<file path="src/rtl/mc_control_fsm_pkg.sv">
// Shared encodings for the multicycle control unit: opcodes, states, ALU codes and mux selects.
// HALT support is selected by the MC_CTRL_HALT_EN macro in the files that import this package.
`default_nettype none

package mc_control_fsm_pkg;

  localparam logic [3:0] OP_ADD  = 4'h0;
  localparam logic [3:0] OP_SUB  = 4'h1;
  localparam logic [3:0] OP_AND  = 4'h2;
  localparam logic [3:0] OP_OR   = 4'h3;
  localparam logic [3:0] OP_ADDI = 4'h4;
  localparam logic [3:0] OP_LW   = 4'h5;
  localparam logic [3:0] OP_SW   = 4'h6;
  localparam logic [3:0] OP_BEQ  = 4'h7;
  localparam logic [3:0] OP_J    = 4'h8;
  localparam logic [3:0] OP_JAL  = 4'h9;
  localparam logic [3:0] OP_HALT = 4'hF;

  typedef enum logic [3:0] {
    S_FETCH    = 4'd0,
    S_DECODE   = 4'd1,
    S_EXEC_R   = 4'd2,
    S_EXEC_I   = 4'd3,
    S_MEM_ADDR = 4'd4,
    S_MEM_RD   = 4'd5,
    S_MEM_WR   = 4'd6,
    S_WB_R     = 4'd7,
    S_WB_MEM   = 4'd8,
    S_BRANCH   = 4'd9,
    S_JUMP     = 4'd10,
    S_HALT     = 4'd11
  } state_t;

  localparam logic [2:0] ALU_ADD    = 3'd0;
  localparam logic [2:0] ALU_SUB    = 3'd1;
  localparam logic [2:0] ALU_AND    = 3'd2;
  localparam logic [2:0] ALU_OR     = 3'd3;
  localparam logic [2:0] ALU_PASS_B = 3'd4;

  // Selects for the 4-input 16-bit muxes feeding the ALU B port, PC and write port.
  localparam logic [1:0] SRC_B_REG     = 2'd0;
  localparam logic [1:0] SRC_B_TWO     = 2'd1;
  localparam logic [1:0] SRC_B_IMM     = 2'd2;
  localparam logic [1:0] SRC_B_IMM_SHL = 2'd3;

  localparam logic [1:0] PC_SRC_ALU    = 2'd0;
  localparam logic [1:0] PC_SRC_ALUOUT = 2'd1;
  localparam logic [1:0] PC_SRC_JUMP   = 2'd2;
  localparam logic [1:0] PC_SRC_HOLD   = 2'd3;

  localparam logic [1:0] M2R_ALUOUT = 2'd0;
  localparam logic [1:0] M2R_MDR    = 2'd1;
  localparam logic [1:0] M2R_LINK   = 2'd2;
  localparam logic [1:0] M2R_ZERO   = 2'd3;

  typedef struct packed {
    logic       pc_write;
    logic       ir_write;
    logic       mem_read;
    logic       mem_write;
    logic       reg_write;
    logic       iord;
    logic       alu_src_a;
    logic [1:0] alu_src_b;
    logic [1:0] pc_src;
    logic [1:0] mem_to_reg;
    logic       reg_dst;
    logic [2:0] alu_op;
    logic       instr_done;
  } ctrl_t;

  function automatic logic is_rtype(input logic [3:0] op);
    return op <= OP_OR;
  endfunction

endpackage

`default_nettype wire

</file>
<file path="src/rtl/mc_ctrl_decode.sv">
// Combinational map from state/opcode/zero to the control vector.
// MC_CTRL_HALT_EN adds the HALT state decode (PC held).
`default_nettype none

module mc_ctrl_decode
  import mc_control_fsm_pkg::*;
(
  input  state_t     state,
  input  logic [3:0] opcode,
  input  logic       zero,
  output ctrl_t      ctrl
);

  always_comb begin
    ctrl = '0;
    case (state)
      S_FETCH: begin
        ctrl.mem_read  = 1'b1;
        ctrl.ir_write  = 1'b1;
        ctrl.alu_src_b = SRC_B_TWO;
        ctrl.alu_op    = ALU_ADD;
        ctrl.pc_src    = PC_SRC_ALU;
        ctrl.pc_write  = 1'b1;
      end
      S_DECODE: begin
        ctrl.alu_src_b  = SRC_B_IMM_SHL;
        ctrl.alu_op     = ALU_ADD;
        // Opcodes above JAL finish here: illegal ones retire as NOPs, HALT retires on entry.
        ctrl.instr_done = (opcode > OP_JAL);
      end
      S_EXEC_R: begin
        ctrl.alu_src_a = 1'b1;
        ctrl.alu_src_b = SRC_B_REG;
        ctrl.alu_op    = opcode[2:0];
      end
      S_EXEC_I, S_MEM_ADDR: begin
        ctrl.alu_src_a = 1'b1;
        ctrl.alu_src_b = SRC_B_IMM;
        ctrl.alu_op    = ALU_ADD;
      end
      S_WB_R: begin
        ctrl.reg_write  = 1'b1;
        ctrl.mem_to_reg = M2R_ALUOUT;
        ctrl.reg_dst    = is_rtype(opcode);
        ctrl.instr_done = 1'b1;
      end
      S_MEM_RD: begin
        ctrl.mem_read = 1'b1;
        ctrl.iord     = 1'b1;
      end
      S_WB_MEM: begin
        ctrl.reg_write  = 1'b1;
        ctrl.mem_to_reg = M2R_MDR;
        ctrl.instr_done = 1'b1;
      end
      S_MEM_WR: begin
        ctrl.mem_write  = 1'b1;
        ctrl.iord       = 1'b1;
        ctrl.instr_done = 1'b1;
      end
      S_BRANCH: begin
        ctrl.alu_src_a  = 1'b1;
        ctrl.alu_src_b  = SRC_B_REG;
        ctrl.alu_op     = ALU_SUB;
        ctrl.pc_src     = PC_SRC_ALUOUT;
        ctrl.pc_write   = zero;
        ctrl.instr_done = 1'b1;
      end
      S_JUMP: begin
        ctrl.pc_src     = PC_SRC_JUMP;
        ctrl.pc_write   = 1'b1;
        ctrl.instr_done = 1'b1;
        if (opcode == OP_JAL) begin
          ctrl.reg_write  = 1'b1;
          ctrl.mem_to_reg = M2R_LINK;
        end
      end
`ifdef MC_CTRL_HALT_EN
      S_HALT: ctrl.pc_src = PC_SRC_HOLD;
`else
      S_HALT: ctrl = '0;
`endif
      default: ctrl = '0;
    endcase
  end

endmodule

`default_nettype wire

</file>
<file path="src/rtl/mc_control_fsm.sv">
// Multicycle control unit: state register, next-state logic and retired-instruction counter.
// Define MC_CTRL_HALT_EN to build the HALT state for opcode F; otherwise F retires as a NOP.
`default_nettype none

module mc_control_fsm
  import mc_control_fsm_pkg::*;
(
  input  logic        clock,
  input  logic        reset,
  input  logic [3:0]  opcode,
  input  logic        zero,
  output logic        pc_write,
  output logic        ir_write,
  output logic        mem_read,
  output logic        mem_write,
  output logic        reg_write,
  output logic        iord,
  output logic        alu_src_a,
  output logic [1:0]  alu_src_b,
  output logic [1:0]  pc_src,
  output logic [1:0]  mem_to_reg,
  output logic        reg_dst,
  output logic [2:0]  alu_op,
  output logic        instr_done,
  output logic [15:0] retired,
  output logic [3:0]  state
);

  state_t      state_q;
  state_t      state_d;
  ctrl_t       ctrl;
  logic [15:0] retired_q;

  always_ff @(posedge clock) begin
    if (reset) state_q <= S_FETCH;
    else       state_q <= state_d;
  end

  always_comb begin
    state_d = S_FETCH;
    case (state_q)
      S_FETCH: state_d = S_DECODE;
      S_DECODE: begin
        if (is_rtype(opcode)) begin
          state_d = S_EXEC_R;
        end else begin
          case (opcode)
            OP_ADDI:       state_d = S_EXEC_I;
            OP_LW, OP_SW:  state_d = S_MEM_ADDR;
            OP_BEQ:        state_d = S_BRANCH;
            OP_J, OP_JAL:  state_d = S_JUMP;
`ifdef MC_CTRL_HALT_EN
            OP_HALT:       state_d = S_HALT;
`else
            OP_HALT:       state_d = S_FETCH;
`endif
            default:       state_d = S_FETCH;
          endcase
        end
      end
      S_EXEC_R, S_EXEC_I: state_d = S_WB_R;
      S_MEM_ADDR: state_d = (opcode == OP_LW) ? S_MEM_RD : S_MEM_WR;
      S_MEM_RD:   state_d = S_WB_MEM;
`ifdef MC_CTRL_HALT_EN
      S_HALT:     state_d = S_HALT;
`endif
      default:    state_d = S_FETCH;
    endcase
  end

  mc_ctrl_decode u_decode (
    .state  (state_q),
    .opcode (opcode),
    .zero   (zero),
    .ctrl   (ctrl)
  );

  always_ff @(posedge clock) begin
    if (reset)                retired_q <= 16'h0000;
    else if (ctrl.instr_done) retired_q <= retired_q + 16'h0001;
  end

  // Strobes are gated by reset so an abandoned instruction writes nothing.
  assign pc_write   = ctrl.pc_write   & ~reset;
  assign ir_write   = ctrl.ir_write   & ~reset;
  assign mem_read   = ctrl.mem_read   & ~reset;
  assign mem_write  = ctrl.mem_write  & ~reset;
  assign reg_write  = ctrl.reg_write  & ~reset;
  assign instr_done = ctrl.instr_done & ~reset;
  assign iord       = ctrl.iord;
  assign alu_src_a  = ctrl.alu_src_a;
  assign alu_src_b  = ctrl.alu_src_b;
  assign pc_src     = ctrl.pc_src;
  assign mem_to_reg = ctrl.mem_to_reg;
  assign reg_dst    = ctrl.reg_dst;
  assign alu_op     = ctrl.alu_op;
  assign retired    = retired_q;
  assign state      = state_q;

endmodule

`default_nettype wire

</file>
<file path="config.mk">
export PLATFORM = sky130hd
export DESIGN_NAME = mc_control_fsm
export DESIGN_NICKNAME = d
export VERILOG_FILES = /design/src/rtl/mc_control_fsm_pkg.sv /design/src/rtl/mc_ctrl_decode.sv /design/src/rtl/mc_control_fsm.sv
export SDC_FILE = /design/constraint.sdc
export NUM_CORES = 1
export LEC_CHECK = 0
export ABC_CLOCK_PERIOD_IN_PS = 6300
export CORE_AREA = 5 5 80 60
export DETAILED_ROUTE_END_ITERATION = 10
export DIE_AREA = 0 0 85 65
export PLACE_DENSITY = 0.73
export SYNTH_ARGS = -nofsm -noshare
export SYNTH_HDL_FRONTEND = slang
export SYNTH_SLANG_ARGS = --single-unit
</file>
<file path="constraint.sdc">
create_clock -name clock -period 6.3 [get_ports clock]
set_clock_uncertainty 0.2 [all_clocks]
set_input_delay 1.575 -clock clock [delete_from_list [all_inputs] [get_ports clock]]
set_output_delay 1.575 -clock clock [all_outputs]
set_load 0.005 [all_outputs]
</file>
Yosys cells after proc, flatten, opt, wreduce, memory -nomap -nowiden
Cells that the tools add are included.

word-level totals
  register bits = 20
  word-level logic and storage cells = 58

cells by class
  add/sub/neg operators = 1
  $lt $le $gt $ge = 2
  equal/unequal tests = 16
  muxes and demuxes = 19
  bitwise logic cells = 7
  reductions and logical operators = 11

operators with widths
  operator                 count
  $eq A4 B3 Y1 const B     8
  $eq A4 B4 Y1 const B     5
  $pmux W4 S5              1
  $add A16 B1 Y16 const B  1
  $pmux W4 S4              1
  $reduce_or A2 Y1         8
  $eq A4 B2 Y1 const B     2
  $pmux W2 S2              2
  $mux W1                  7
  $and A1 B1 Y1            6
  $pmux W1 S2              3
  $pmux W2 S3              1
  $pmux W3 S2              1
  $reduce_or A5 Y1         1
  $eq A4 B1 Y1 const B     1
  $gt A4 B4 Y1 const B     1
  $le A4 B2 Y1 const B     1
  $logic_not A4 Y1         1
  $mux W2                  2
  $mux W4                  1
  $reduce_or A4 Y1         1
  $not A1 Y1               1

Logic depth before layout (Yosys ltp)
  depth in word-level cells = 5
  mapped depth = 8
  mapped depth without buffers = 4

Hierarchy
A second synthesis with hierarchy kept.

unflattened totals
  cells, all modules = 158
  area, all modules = 1,302.5 um^2

by module, submodules not included
  module          times used  cells an instance  area each (um^2)
  mc_control_fsm  1           115                1,004.7
  mc_ctrl_decode  1           43                 297.8

Worst setup path after synthesis
No wires, ideal clock.

  path type = in2out
  start = input opcode[1]
  end = output instr_done
  arrival time = 2.750 ns
  path slack = 1.775 ns
  stages on the path = 6
  buffers on the path = 3
  path through = buf_2 -> nor2_1 -> or4b_4 -> buf_6 -> buf_6 -> a21oi_1

between the ends
  word-level cells in the longest chain between the ends = 3

RTL lines
  what             RTL line              RTL
  start, declared  mc_control_fsm.sv:10  input logic [3:0] opcode,
  $gt A4 B4 Y1     mc_ctrl_decode.sv:29  ctrl.instr_done = (opcode > OP_JAL);
  $pmux W1 S2      mc_ctrl_decode.sv:16  case (state)
  $and A1 B1 Y1    mc_control_fsm.sv:89  assign instr_done = ctrl.instr_done & ~reset;
  end, declared    mc_control_fsm.sv:24  output logic instr_done,

Every way passes these cells.

Worst setup path after layout
Same ends and word-level chain as after synthesis.

==> qor.yml <==
setup_viol: 0
synth_area_leaders: "dfxtp_1 (26%), mux2_1 (9.6%), nor2b_1 (7.0%), nor2_1 (5.6%), buf_4 (4.4%)"
finalHoldViolCount: 0
clock_sinks: 20
status: "finished clean"
p_leak_nw: 0.697
cp_max_fo: 17
clk_pin_slew_worst_paths_ps: 80
fmax_mhz: 182
antenna_found_initial: 0
nets: 224
layout_commonest_cell: "clkdlybuf4s50_1"
required_ps: 4530
rsz0062_at_grt: "no"
start_kind: "input port"
fin_crit_ps: 5500
power.total_mw: 0.418
whs_ps: 330
syn_nets: 199
crit_path_end: "instr_done"
power_frac_comb: 0.320
synth_cell_types: 44
dr.pass1.iters: 6
grt.total_usage: 0.128
wl_per_cell_um: 12.9
cts_tree: "built"
synth_top_area_share: 0.262
peakVddDrop_uv: 129
yosys_most_used_dff: "dfxtp_1"
syn_area_sq_um: 1530
final_layout_size_suffix_gt1_frac: 0.0884
initial_core_util: 0.377
design_area_sq_um: 1960
routabilityCongestion: 0.797
die_height_um: 65
cts_buffer_depth: 2
setup_tns_ps: 0
core_sq_um: 4050
critPathKind: "input port to output pin"
switching_share: 0.300
via_per_inst: 5.17
grt_overflow: 0
cts_buffers: 3
routed_wl_um: 3470
final_cells: 270
synth-seq-cells: 20
async_flop_share: 0
hold_path_class: "flip-flop to flip-flop"
area_growth_pct: 28.0
drt_iter0_drc: 97
grt_pass1_vias: 1272
worst_r2r_endpoint: "retired[8]"
die_x_um: 85
num_vias: 1397
syn_inst: 191
dpl.hpwl_um: 2610
htreeDepth: 1
fin_ws_ps: 801
dp_cells: 266
crit_start: "opcode[1]"
synth.avg_cell_area_sq_um: 8.01
num_antenna_cells: 0
min_period_over_period: 0.873
slew_headroom: 0.417
power_switching_mw: 0.125
cts_hold_buf: 0
port_buffers: 44
tightest_slew_ps: 875
cts-root-buf: "clkbuf_8"
drc: 0
intPower_mw: 0.292
die_area_sq_um: 5530
reg2reg_slack_ps: 3780
p_per_area_nw_per_um2: 213
synth-edff-count: 0
rows: 20
crit_path_end_kind: "output pin"
yosysSeqAreaShare: 0.262
detail-route-antenna-nets: 0
maxSlewViolCount: 0
seqPwrFrac: 0.369
fill_cells: 405
crit_arrival_ps: 3720
post_cts_resized: 0
pin_count: 45
r2r-start: "state[2]"
maxCapViolCount: 0
p_clk_frac: 0.311
final_cell_mix: "clkdlybuf4s50_1 (44), nor2_1 (23), dfxtp_1 (20)"
grt_max_degree: 23
post_cts_buffers: 0
yosys.area.top_type: "dfxtp_1"
placed_cell_area_sq_um: 1890
post-place-ws_ps: 804
reg2regPathDepth: 4
worstSkewPairLatency_ps: 260
utilization: 0.483
yosys_warnings: 0
grt_pass1_wl_um: 5900
[power groups by stage]
| stage | clock network [mW] | registers, mW | logic, mW |
|---|---|---|---|
| finish | 0.130 | 0.154 | 0.134 |
| floorplan | 0 | 0.142 | 0.105 |
| global placement | 0 | 0.157 | 0.134 |
| CTS | 0.132 | 0.154 | 0.135 |
| global route | 0.138 | 0.157 | 0.147 |
| detailed placement | 0 | 0.157 | 0.134 |
[worst min-delay path by stage]
stage                    start    endpoint  slack [ps]  cells after the start
global route        retired[1]  retired[1]         360                      2
finish              retired[1]  retired[1]         330                      2
floorplan           retired[1]  retired[1]         280                      2
global placement    retired[1]  retired[1]         310                      2
CTS                 retired[1]  retired[1]         340                      2
detailed placement  retired[1]  retired[1]         320                      2
[final cells by class]
cell class | instances | area [sq um] | share of cell area
clock buffer | 3 | 41.3 | 0.0211
clock inverter | 1 | 30.0 | 0.0153
inverter | 3 | 11.3 | 0.00575
multi-input combinational | 143 | 958 | 0.489
sequential | 20 | 400 | 0.204
tap | 55 | 68.8 | 0.0351
timing repair buffer | 45 | 448 | 0.229
[logic make-up after synthesis]
| family | after synthesis | synth area share |
|---|---|---|
| compound gates | 36 | 0.173 |
| xor+xnor | 2 | 0.0114 |
| fa+ha+maj | 1 | 0.00818 |
| buf+inv | 28 | 0.112 |
| flops | 20 | 0.262 |
| mux | 17 | 0.124 |
| simple gates | 87 | 0.310 |
[routing by layer]
metal  share of wire  vias up  global-route usage
met3           0.061        4              0.0419
met2            0.43       34               0.195
met1            0.50      647               0.177
li1                -      712                   -
met5               0        -                   0
met4          0.0069        0              0.0237
[registers in the layout (all words and copies together), names as in the netlist]
signal	flops
retired	16
state	4
[Yosys cell counts, types with 2 or more instances]
| master | number |
|---|---|
| buf_6 | 4 |
| nand2b_1 | 4 |
| and4_1 | 2 |
| xor2_1 | 2 |
| mux2_1 | 13 |
| clkbuf_1 | 9 |
| a21oi_2 | 7 |
| buf_2 | 2 |
| dfxtp_1 | 20 |
| nand4_1 | 4 |
| nand2_1 | 8 |
| a211oi_1 | 7 |
| o21bai_1 | 2 |
| nand3_1 | 6 |
| o21a_1 | 2 |
| o21ai_0 | 2 |
| mux2_2 | 3 |
| nor2b_1 | 17 |
| and2_1 | 2 |
| nor2_1 | 23 |
| a21oi_1 | 7 |
| nor4_1 | 3 |
| nor3_1 | 8 |
| and3_1 | 4 |
| inv_1 | 3 |
| buf_4 | 9 |
[critical path: stages]
cell and delay [ps]:
clkdlybuf4s50_1 640, nor2_1 110, or4b_4 670, a21oi_1 190
clkdlybuf4s50_1 530
(Power assumes the default switching activity.)
